==> src/rtl/float_sub_seq.sv <==
// Sequential half-precision subtractor o = floatA - floatB (implicit leading 1, truncating).
// Aligns and normalises one bit per cycle behind a valid/ready handshake.
module float_sub_seq (
    input  logic        clk,
    input  logic        rst_n,
    input  logic [15:0] floatA,
    input  logic [15:0] floatB,
    input  logic        in_valid,
    output logic        in_ready,
    output logic [15:0] o,
    output logic        out_valid,
    input  logic        out_ready
);

    typedef enum logic [2:0] {S_IDLE, S_ALIGN, S_ADD, S_NORM, S_DONE} state_t;

    state_t      r_state;
    logic [10:0] r_fa;
    logic [10:0] r_fb;
    logic        r_sa;
    logic        r_sb;
    logic        r_shift_a;
    logic        r_sign;
    logic [5:0]  r_e;
    logic [9:0]  r_f;
    logic [3:0]  r_cnt;
    logic [15:0] r_o;
    logic        r_out_valid;
    logic        r_in_ready;

    logic [4:0]  w_ea;
    logic [4:0]  w_eb;
    logic [4:0]  w_d;
    logic [11:0] w_sum;
    logic        w_a_ge;
    logic [10:0] w_diff;
    logic [10:0] w_add_f;
    logic [5:0]  w_add_e;
    logic        w_add_sign;
    logic        w_add_sat;
    logic        w_add_zero;
    logic [10:0] w_norm_f;
    logic [5:0]  w_norm_e;

    assign w_ea   = floatA[14:10];
    assign w_eb   = floatB[14:10];
    assign w_d    = (w_ea >= w_eb) ? (w_ea - w_eb) : (w_eb - w_ea);

    assign w_sum  = {1'b0, r_fa} + {1'b0, r_fb};
    assign w_a_ge = (r_fa >= r_fb);
    assign w_diff = w_a_ge ? (r_fa - r_fb) : (r_fb - r_fa);

    always_comb begin
        w_add_sign = r_sa;
        w_add_f    = w_sum[10:0];
        w_add_e    = r_e;
        w_add_sat  = 1'b0;
        w_add_zero = 1'b0;
        if (r_sa == r_sb) begin
            if (w_sum[11]) begin
                w_add_f   = w_sum[11:1];
                w_add_e   = r_e + 6'd1;
                w_add_sat = (r_e == 6'd31);
            end
        end else begin
            w_add_sign = w_a_ge ? r_sa : r_sb;
            w_add_f    = w_diff;
            w_add_zero = (w_diff == '0);
        end
    end

    // In NORM the fraction's bit 10 is known to be 0, so only bits 9:0 are kept.
    assign w_norm_f = {r_f, 1'b0};
    assign w_norm_e = r_e - 6'd1;

    always_ff @(posedge clk or negedge rst_n) begin
        if (!rst_n) begin
            r_state     <= S_IDLE;
            r_fa        <= '0;
            r_fb        <= '0;
            r_sa        <= 1'b0;
            r_sb        <= 1'b0;
            r_shift_a   <= 1'b0;
            r_sign      <= 1'b0;
            r_e         <= '0;
            r_f         <= '0;
            r_cnt       <= '0;
            r_o         <= '0;
            r_out_valid <= 1'b0;
            r_in_ready  <= 1'b1;
        end else begin
            case (r_state)
                S_IDLE: begin
                    if (in_valid) begin
                        r_fa       <= {1'b1, floatA[9:0]};
                        r_fb       <= {1'b1, floatB[9:0]};
                        r_sa       <= floatA[15];
                        r_sb       <= ~floatB[15];
                        r_shift_a  <= (w_ea < w_eb);
                        r_e        <= {1'b0, (w_ea >= w_eb) ? w_ea : w_eb};
                        r_cnt      <= (w_d > 5'd12) ? 4'd12 : w_d[3:0];
                        r_in_ready <= 1'b0;
                        r_state    <= (w_d != '0) ? S_ALIGN : S_ADD;
                    end
                end
                S_ALIGN: begin
                    if (r_shift_a) begin
                        r_fa <= r_fa >> 1;
                    end else begin
                        r_fb <= r_fb >> 1;
                    end
                    r_cnt <= r_cnt - 4'd1;
                    if (r_cnt == 4'd1) begin
                        r_state <= S_ADD;
                    end
                end
                S_ADD: begin
                    if (w_add_sat) begin
                        r_o         <= {w_add_sign, 5'h1F, 10'h3FF};
                        r_out_valid <= 1'b1;
                        r_state     <= S_DONE;
                    end else if (w_add_zero) begin
                        r_o         <= '0;
                        r_out_valid <= 1'b1;
                        r_state     <= S_DONE;
                    end else if (w_add_f[10]) begin
                        r_o         <= {w_add_sign, w_add_e[4:0], w_add_f[9:0]};
                        r_out_valid <= 1'b1;
                        r_state     <= S_DONE;
                    end else begin
                        r_f     <= w_add_f[9:0];
                        r_e     <= w_add_e;
                        r_sign  <= w_add_sign;
                        r_state <= S_NORM;
                    end
                end
                S_NORM: begin
                    if (r_e == '0) begin
                        r_o         <= '0;
                        r_out_valid <= 1'b1;
                        r_state     <= S_DONE;
                    end else if (w_norm_f[10]) begin
                        r_o         <= {r_sign, w_norm_e[4:0], w_norm_f[9:0]};
                        r_out_valid <= 1'b1;
                        r_state     <= S_DONE;
                    end else begin
                        r_f <= w_norm_f[9:0];
                        r_e <= w_norm_e;
                    end
                end
                S_DONE: begin
                    if (out_ready) begin
                        r_out_valid <= 1'b0;
                        r_in_ready  <= 1'b1;
                        r_state     <= S_IDLE;
                    end
                end
                default: r_state <= S_IDLE;
            endcase
        end
    end

    assign o         = r_o;
    assign out_valid = r_out_valid;
    assign in_ready  = r_in_ready;

endmodule

==> config.mk <==
export PLATFORM = sky130hd
export DESIGN_NAME = float_sub_seq
export DESIGN_NICKNAME = d
export VERILOG_FILES = /design/src/rtl/float_sub_seq.sv
export SDC_FILE = /design/constraint.sdc
export NUM_CORES = 1
export LEC_CHECK = 0
export BUFFER_PORTS_ARGS = -buffer_cell sky130_fd_sc_hd__clkbuf_2
export CAP_MARGIN = 10
export CORE_UTILIZATION = 50
export CTS_CLUSTER_DIAMETER = 40
export DETAILED_ROUTE_END_ITERATION = 8
export PLACE_DENSITY_LB_ADDON = 0.2
export SKIP_CTS_REPAIR_TIMING = 1
export SLEW_MARGIN = 20
export SYNTH_ARGS = -nofsm -noshare
export SYNTH_HDL_FRONTEND = slang
export SYNTH_SLANG_ARGS = --single-unit
==> constraint.sdc <==
create_clock -name clk -period 3.6 [get_ports clk]
set_input_delay 0.72 -clock clk [delete_from_list [all_inputs] [get_ports clk]]
set_output_delay 0.72 -clock clk [all_outputs]
set_load 0.03 [all_outputs]
==> impl_metrics.yaml, run 1 <==
run_status:
  status: "completed"
setup_path:
  crit_buf_inv: 3
  cp.required_ns: 3.83
  path_delay_family: "compound AO/OA/AOI/OAI gates"
  worstPathMaxFanout: 7
  crit_arrival_ns: 3.71
  startpoint_type: "register"
  worstSetupPathType: "register to register"
  cp-end-kind: "register"
  max_stage_delay_ns: 0.41
  cp_slowest_cell: "ha_1"
  path_cells: "inv_1 > ha_1 > nand3_1 > nor3_1 > buf_4 > a211o_1 > a31o_4 > buf_12 > mux2i_1 > xnor2_1 > nand3_2 > or2_4 > a221o_1 > mux2_4"
detailed_routing:
  detail-route-antenna-nets: 0
  routed_wirelength_um: 15300
  num_vias: 5244
  via_per_inst: 5.81
  route.detailed.drc: 0
  dr.pass1.iters: 4
  wl_met1_um: 7290
  met2_length_um: 7060
  wl_per_cell_um: 16.9
  dr_wl_met3_um: 640
  top_layer: "met4"
  drt_iter0_drc: 285
yosys:
  synth-seq-cells: 67
  synth_cell_types: 78
  synthMuxAreaShare: 0.104
  synth_fp_nets: 775
  synth-async-reset-ratio: 1.00
  synth_compound_area_frac: 0.234
  syn_area_mm2: 0.00589
  yosys.area_share.simple: 0.160
  yosys.area_share.adder: 0.113
  synth_xor_area_frac: 0.0386
  syn_area_per_cell_um2: 8.56
  yosysSeqAreaShare: 0.285
  ys_warn_count: 0
  syn_inst: 689
  ys.flop_type: "dfrtp_1"
  synth_edf_count: 0
  synth_top_family_by_area: "compound AO/OA/AOI/OAI gates"
final_layout:
  finalNonFillerCells: 903
  antennaDiodeCount: 0
  nets: 842
  design_area_mm2: 0.00684
  syn_to_final_growth_pct: 16.0
  final_core_util: 0.596
  drive_gt1_frac: 0.218
clocking:
  cts.sinks: 67
  htreeDepth: 3
  insertion_delay_ns: 0.35
  clk_pin_slew_ns: 0.06
  cts_buffer_depth: 2
  cts_root_buf: "clkbuf_16"
  numCtsBuffers: 9
  cts_tree: "done"
timing:
  finClkSkew_ns: 0.00745
  tightest_slew_ns: 0.712
  finalCritPeriodShare: 0.965
  maxSlewHeadroom: 0.525
  max_freq_mhz: 288
  slew_violations: 0
  hold_viol: 0
  period_needed_ns: 3.47
  final-setup-viol-count: 0
grt:
  grt-ovfl-total: 0
  grt_max_degree: 39
  grt_pass1_vias: 5155
  grt_pass1_wl_um: 25700
  grt.total_usage: 0.260
  antenna_found_initial: 0
placed_design:
  postPlaceCellArea_mm2: 0.00644
  io_buffers: 53
  gp_congestion: 0.886
  dp_hpwl_um: 11800
  numPlacedInstances: 885
run:
  max_cap_violations: 0
die:
  die_w_um: 111
  die_h_um: 111
  dieArea_mm2: 0.0122
  core-area_mm2: 0.0115
  num_rows: 39
  initial_core_util: 0.514
  io-pin-count: 54
min_path:
  hold_path.class: "input pin to async pin"
[Yosys cell counts, types with 6 or more instances]
master    number  share of area
a21oi_1       53          0.045
nor3_1        10         0.0085
xnor2_1       22          0.033
o221ai_1       6         0.0089
nand2b_1      11          0.012
buf_2          7         0.0059
a31oi_1        6         0.0064
nor2_1        47          0.030
and2_1         7         0.0074
mux2_4         6          0.015
o211ai_1       6         0.0076
a211o_1        8          0.012
nand3_1       15          0.013
inv_1         50          0.032
clkbuf_1      23          0.015
o21a_1         6         0.0076
nand2_1       73          0.046
dfrtp_1       66           0.28
mux2i_1       34          0.058
mux2_2        15          0.029
a21o_1        11          0.014
o21ai_0       52          0.044
nand4_1        6         0.0064
ha_1          45          0.096
[final cells by class]
class / count / area [um^2]
clock buffer: 13 / 260
tap: 143 / 179
fill: 1051 / 4630
clock inverter: 2 / 35.0
timing repair buffer: 95 / 606
sequential: 67 / 1680
multi-input combinational: 533 / 3890
inverter: 50 / 188
[cell families after synthesis]
| logic type | Yosys count |
|---|---|
| buffers and inverters | 89 |
| DFF | 67 |
| and+or+nand+nor | 197 |
| xor gates and xnor gates | 26 |
| AOI/OAI and AO/OA | 204 |
| muxes | 56 |
| adders and majority gates | 50 |
[path summary, 6_finish.rpt]
check	start	depth (start not counted)	end	slack, ns
max in group asynchronous	rst_n	2	r_fa[5]	2.18
min in group clk	o[7]	1	o[7]	0.50
setup / recovery	r_fa[3]	14	o[12]	0.13
hold reg to reg	o[7]	1	o[7]	0.50
setup reg to reg	r_fa[3]	14	o[12]	0.13
hold / removal	rst_n	1	o[11]	0.42
[per-layer routing]
layer	track usage	up-vias
li1	-	2577
met1	0.350	2514
met2	0.417	130
met3	0.0445	23
met4	0.0960	0
met5	0	-
[worst register-to-register path, cell delays in order (launching register included)]
cell	delay [ns]
dfrtp_1	0.35
inv_1	0.05
ha_1	0.41
nand3_1	0.20
nor3_1	0.07
buf_4	0.13
a211o_1	0.30
a31o_4	0.26
buf_12	0.14
mux2i_1	0.13
xnor2_1	0.26
nand3_2	0.16
or2_4	0.30
a221o_1	0.34
mux2_4	0.27
[layout by cell type, fill, tap and decap left out, types with 11 or more instances in the layout]
master,n
clkbuf_2,52
xnor2_1,22
dfrtp_1,62
buf_4,40
nand3_1,14
nand2_1,73
mux2_2,15
a21oi_1,52
ha_1,43
mux2i_1,32
a21o_1,11
nand2b_1,11
nor2_1,45
o21ai_0,52
inv_1,50
[state kept, by name, summed over array words and instances (netlist names)]
signal / count
r_cnt: 4
r_fa: 11
out_valid: 1
r_fb: 11
r_sa: 1
r_state: 3
r_f: 10
r_sign: 1
r_sb: 1
in_ready: 1
r_e: 6
o: 16
r_shift_a: 1
[through the flow]
step           setup slack, ns  hold WS (ns)  setup TNS (ns)
2_1_floorplan            0.314         0.424               0
3_3_place_gp            0.0629         0.486               0
3_5_place_dp           -0.0147         0.480         -0.0508
4_1_cts                -0.0350         0.431          -0.225
5_1_grt               -0.00272         0.482        -0.00272
6_report                 0.125         0.422               0
Power of run 1 is not shown: default switching activity piles up to over one toggle a cycle in this logic, so the estimate is an artifact.
==> run 2: changes to the inputs <==
--- a/config.mk
+++ b/config.mk
@@ -7,6 +7,7 @@
 export LEC_CHECK = 0
 export BUFFER_PORTS_ARGS = -buffer_cell sky130_fd_sc_hd__clkbuf_2
 export CAP_MARGIN = 10
+export CORE_ASPECT_RATIO = 1.75
 export CORE_UTILIZATION = 50
 export CTS_CLUSTER_DIAMETER = 40
 export DETAILED_ROUTE_END_ITERATION = 8
==> run 2 against run 1 <==
The flow now finishes with violations (design-rule violations); cell area up 0.35%; critical path depth unchanged; sequential cell count unchanged; worst hold slack better by 0.084 ns; via count up 0.32%; die area up 0.14%; utilization about the same; fmax down 0.66%; highest routed layer unchanged.
==> impl_metrics.yaml, run 2 (same netlist as run 1, synthesis figures left out) <==
setup_path:
  cp-end-kind: "register"
  reg2reg_slack_ns: 0.10
  startpoint_type: "register"
  r2r_end: "o[12]"
  cp_slowest_cell: "dfrtp_2"
  crit_arrival_ns: 3.72
  r2r_start: "r_fa[1]"
  worstPathMaxFanout: 10
  worstSetupPathType: "register to register"
  cp.required_ns: 3.82
  max_stage_delay_ns: 0.41
  r2r_cells: 14
  path_cells: "inv_1 > ha_1 > nand4_1 > nor3_1 > buf_4 > a211o_1 > a31o_4 > buf_12 > mux2i_1 > xnor2_1 > nand3_2 > or2_4 > a221o_1 > mux2_4"
grt:
  grt-ovfl-total: 0
  grt_pass1_vias: 5349
  grt.total_usage: 0.269
  grt_pass1_wl_um: 26200
  grt_max_degree: 68
  antenna_found_initial: 0
timing:
  max_freq_mhz: 286
  period_needed_ns: 3.50
  hold_viol: 0
  tightest_slew_ns: 0.857
  final-setup-viol-count: 0
  finClkSkew_ns: 0.00946
  maxSlewHeadroom: 0.429
  slew_violations: 0
  finalCritPeriodShare: 0.972
  rsz0062_at_grt: "true"
clocking:
  cts_buffer_depth: 2
  cts_tree: "done"
  htreeDepth: 3
  cts.sinks: 67
  insertion_delay_ns: 0.34
  cts_root_buf: "clkbuf_16"
  numCtsBuffers: 9
  clk_pin_slew_ns: 0.06
placed_design:
  dp_hpwl_um: 12200
  io_buffers: 53
  gp_congestion: 0.881
  postPlaceCellArea_mm2: 0.00642
run_status:
  status: "finished with violations"
  violations: "design-rule violations"
detailed_routing:
  drt_iter0_drc: 223
  num_vias: 5261
  route.detailed.drc: 6
  detail-route-antenna-nets: 0
  via_per_inst: 5.88
  wl_per_cell_um: 17.4
  routed_wirelength_um: 15600
  dr.pass1.iters: 7
final_layout:
  drive_gt1_frac: 0.220
  multiInputGateArea_mm2: 0.00387
  antennaDiodeCount: 0
  design_area_mm2: 0.00686
  regArea_mm2: 0.00168
  syn_to_final_growth_pct: 16.4
  largest_register_ffs: 16
  fillerInstances: 1080
  nets: 841
  mostFrequentLayoutCells: "nand2_1, dfrtp_1, a21oi_1"
  layout_commonest_cell: "nand2_1"
min_path:
  min-delay-start: "o[5]"
  min_to: "o[5]"
  hold_path.class: "register to register"
  holdPathStages: 1
run:
  max_cap_violations: 0
die:
  die_h_um: 146
  num_rows: 52
  initial_core_util: 0.512
  die_w_um: 84.1
  core-area_mm2: 0.0115
  dieArea_mm2: 0.0122
  io-pin-count: 54
run 2: per-layer routing:
layer | wire, um | vias up | part of all wire | GRT usage
li1 | - | 2582 | - | -
met1 | 6030 | 2524 | 0.39 | 0.289
met2 | 8440 | 108 | 0.54 | 0.504
met3 | 360 | 47 | 0.023 | 0.0318
met4 | 758 | 0 | 0.049 | 0.141
met5 | 0 | - | 0 | 0
run 2: through the flow:
| stage | hold WS [ns] | util | TNS [ns] | worst slack, ns | std cells |
|---|---|---|---|---|---|
| after floorplan | 0.424 | - | 0 | 0.314 | 689 |
| after global placement | 0.492 | 0.557 | -0.0742 | -0.0363 | 875 |
| after detailed placement | 0.498 | 0.557 | -0.580 | -0.0831 | 875 |
| after CTS | 0.511 | 0.588 | -0.967 | -0.105 | 891 |
| after global routing | 0.528 | 0.596 | -0.000490 | -0.000490 | 895 |
| final | 0.506 | 0.596 | 0 | 0.102 | 895 |
run 2: layout make-up:
cell class	count	share of cell area
Clock buffer	9	0.0328
Clock inverter	7	0.0181
Inverter	50	0.0274
Multi-Input combinational cell	533	0.565
Sequential cell	67	0.245
Tap cell	135	0.0246
Timing Repair Buffer	94	0.0872
run 2: critical path, delay by kind of cell (launching register included):
family | cells | cell delay, ns
buffers and inverters | 3 | 0.39
xor gates and xnor gates | 1 | 0.26
and+or+nand+nor | 4 | 0.68
AOI/OAI and AO/OA | 3 | 0.88
DFF | 1 | 0.41
muxes | 2 | 0.39
adders and majority gates | 1 | 0.34
run 2: how the worst max path moves through the flow:
stage | from | slack (ns) | endpoint | cells past startpoint
final | r_fa[1] | 0.10 | o[12] | 14
after global routing | r_fa[9] | -0.0005 | o[12] | 14
after CTS | r_fa[4] | -0.11 | o[12] | 14
after detailed placement | r_fa[4] | -0.08 | o[12] | 14
after global placement | r_fa[4] | -0.04 | o[12] | 14
after floorplan | r_fa[1] | 0.31 | o[14] | 12
Power of run 2 is left out for the same reason.
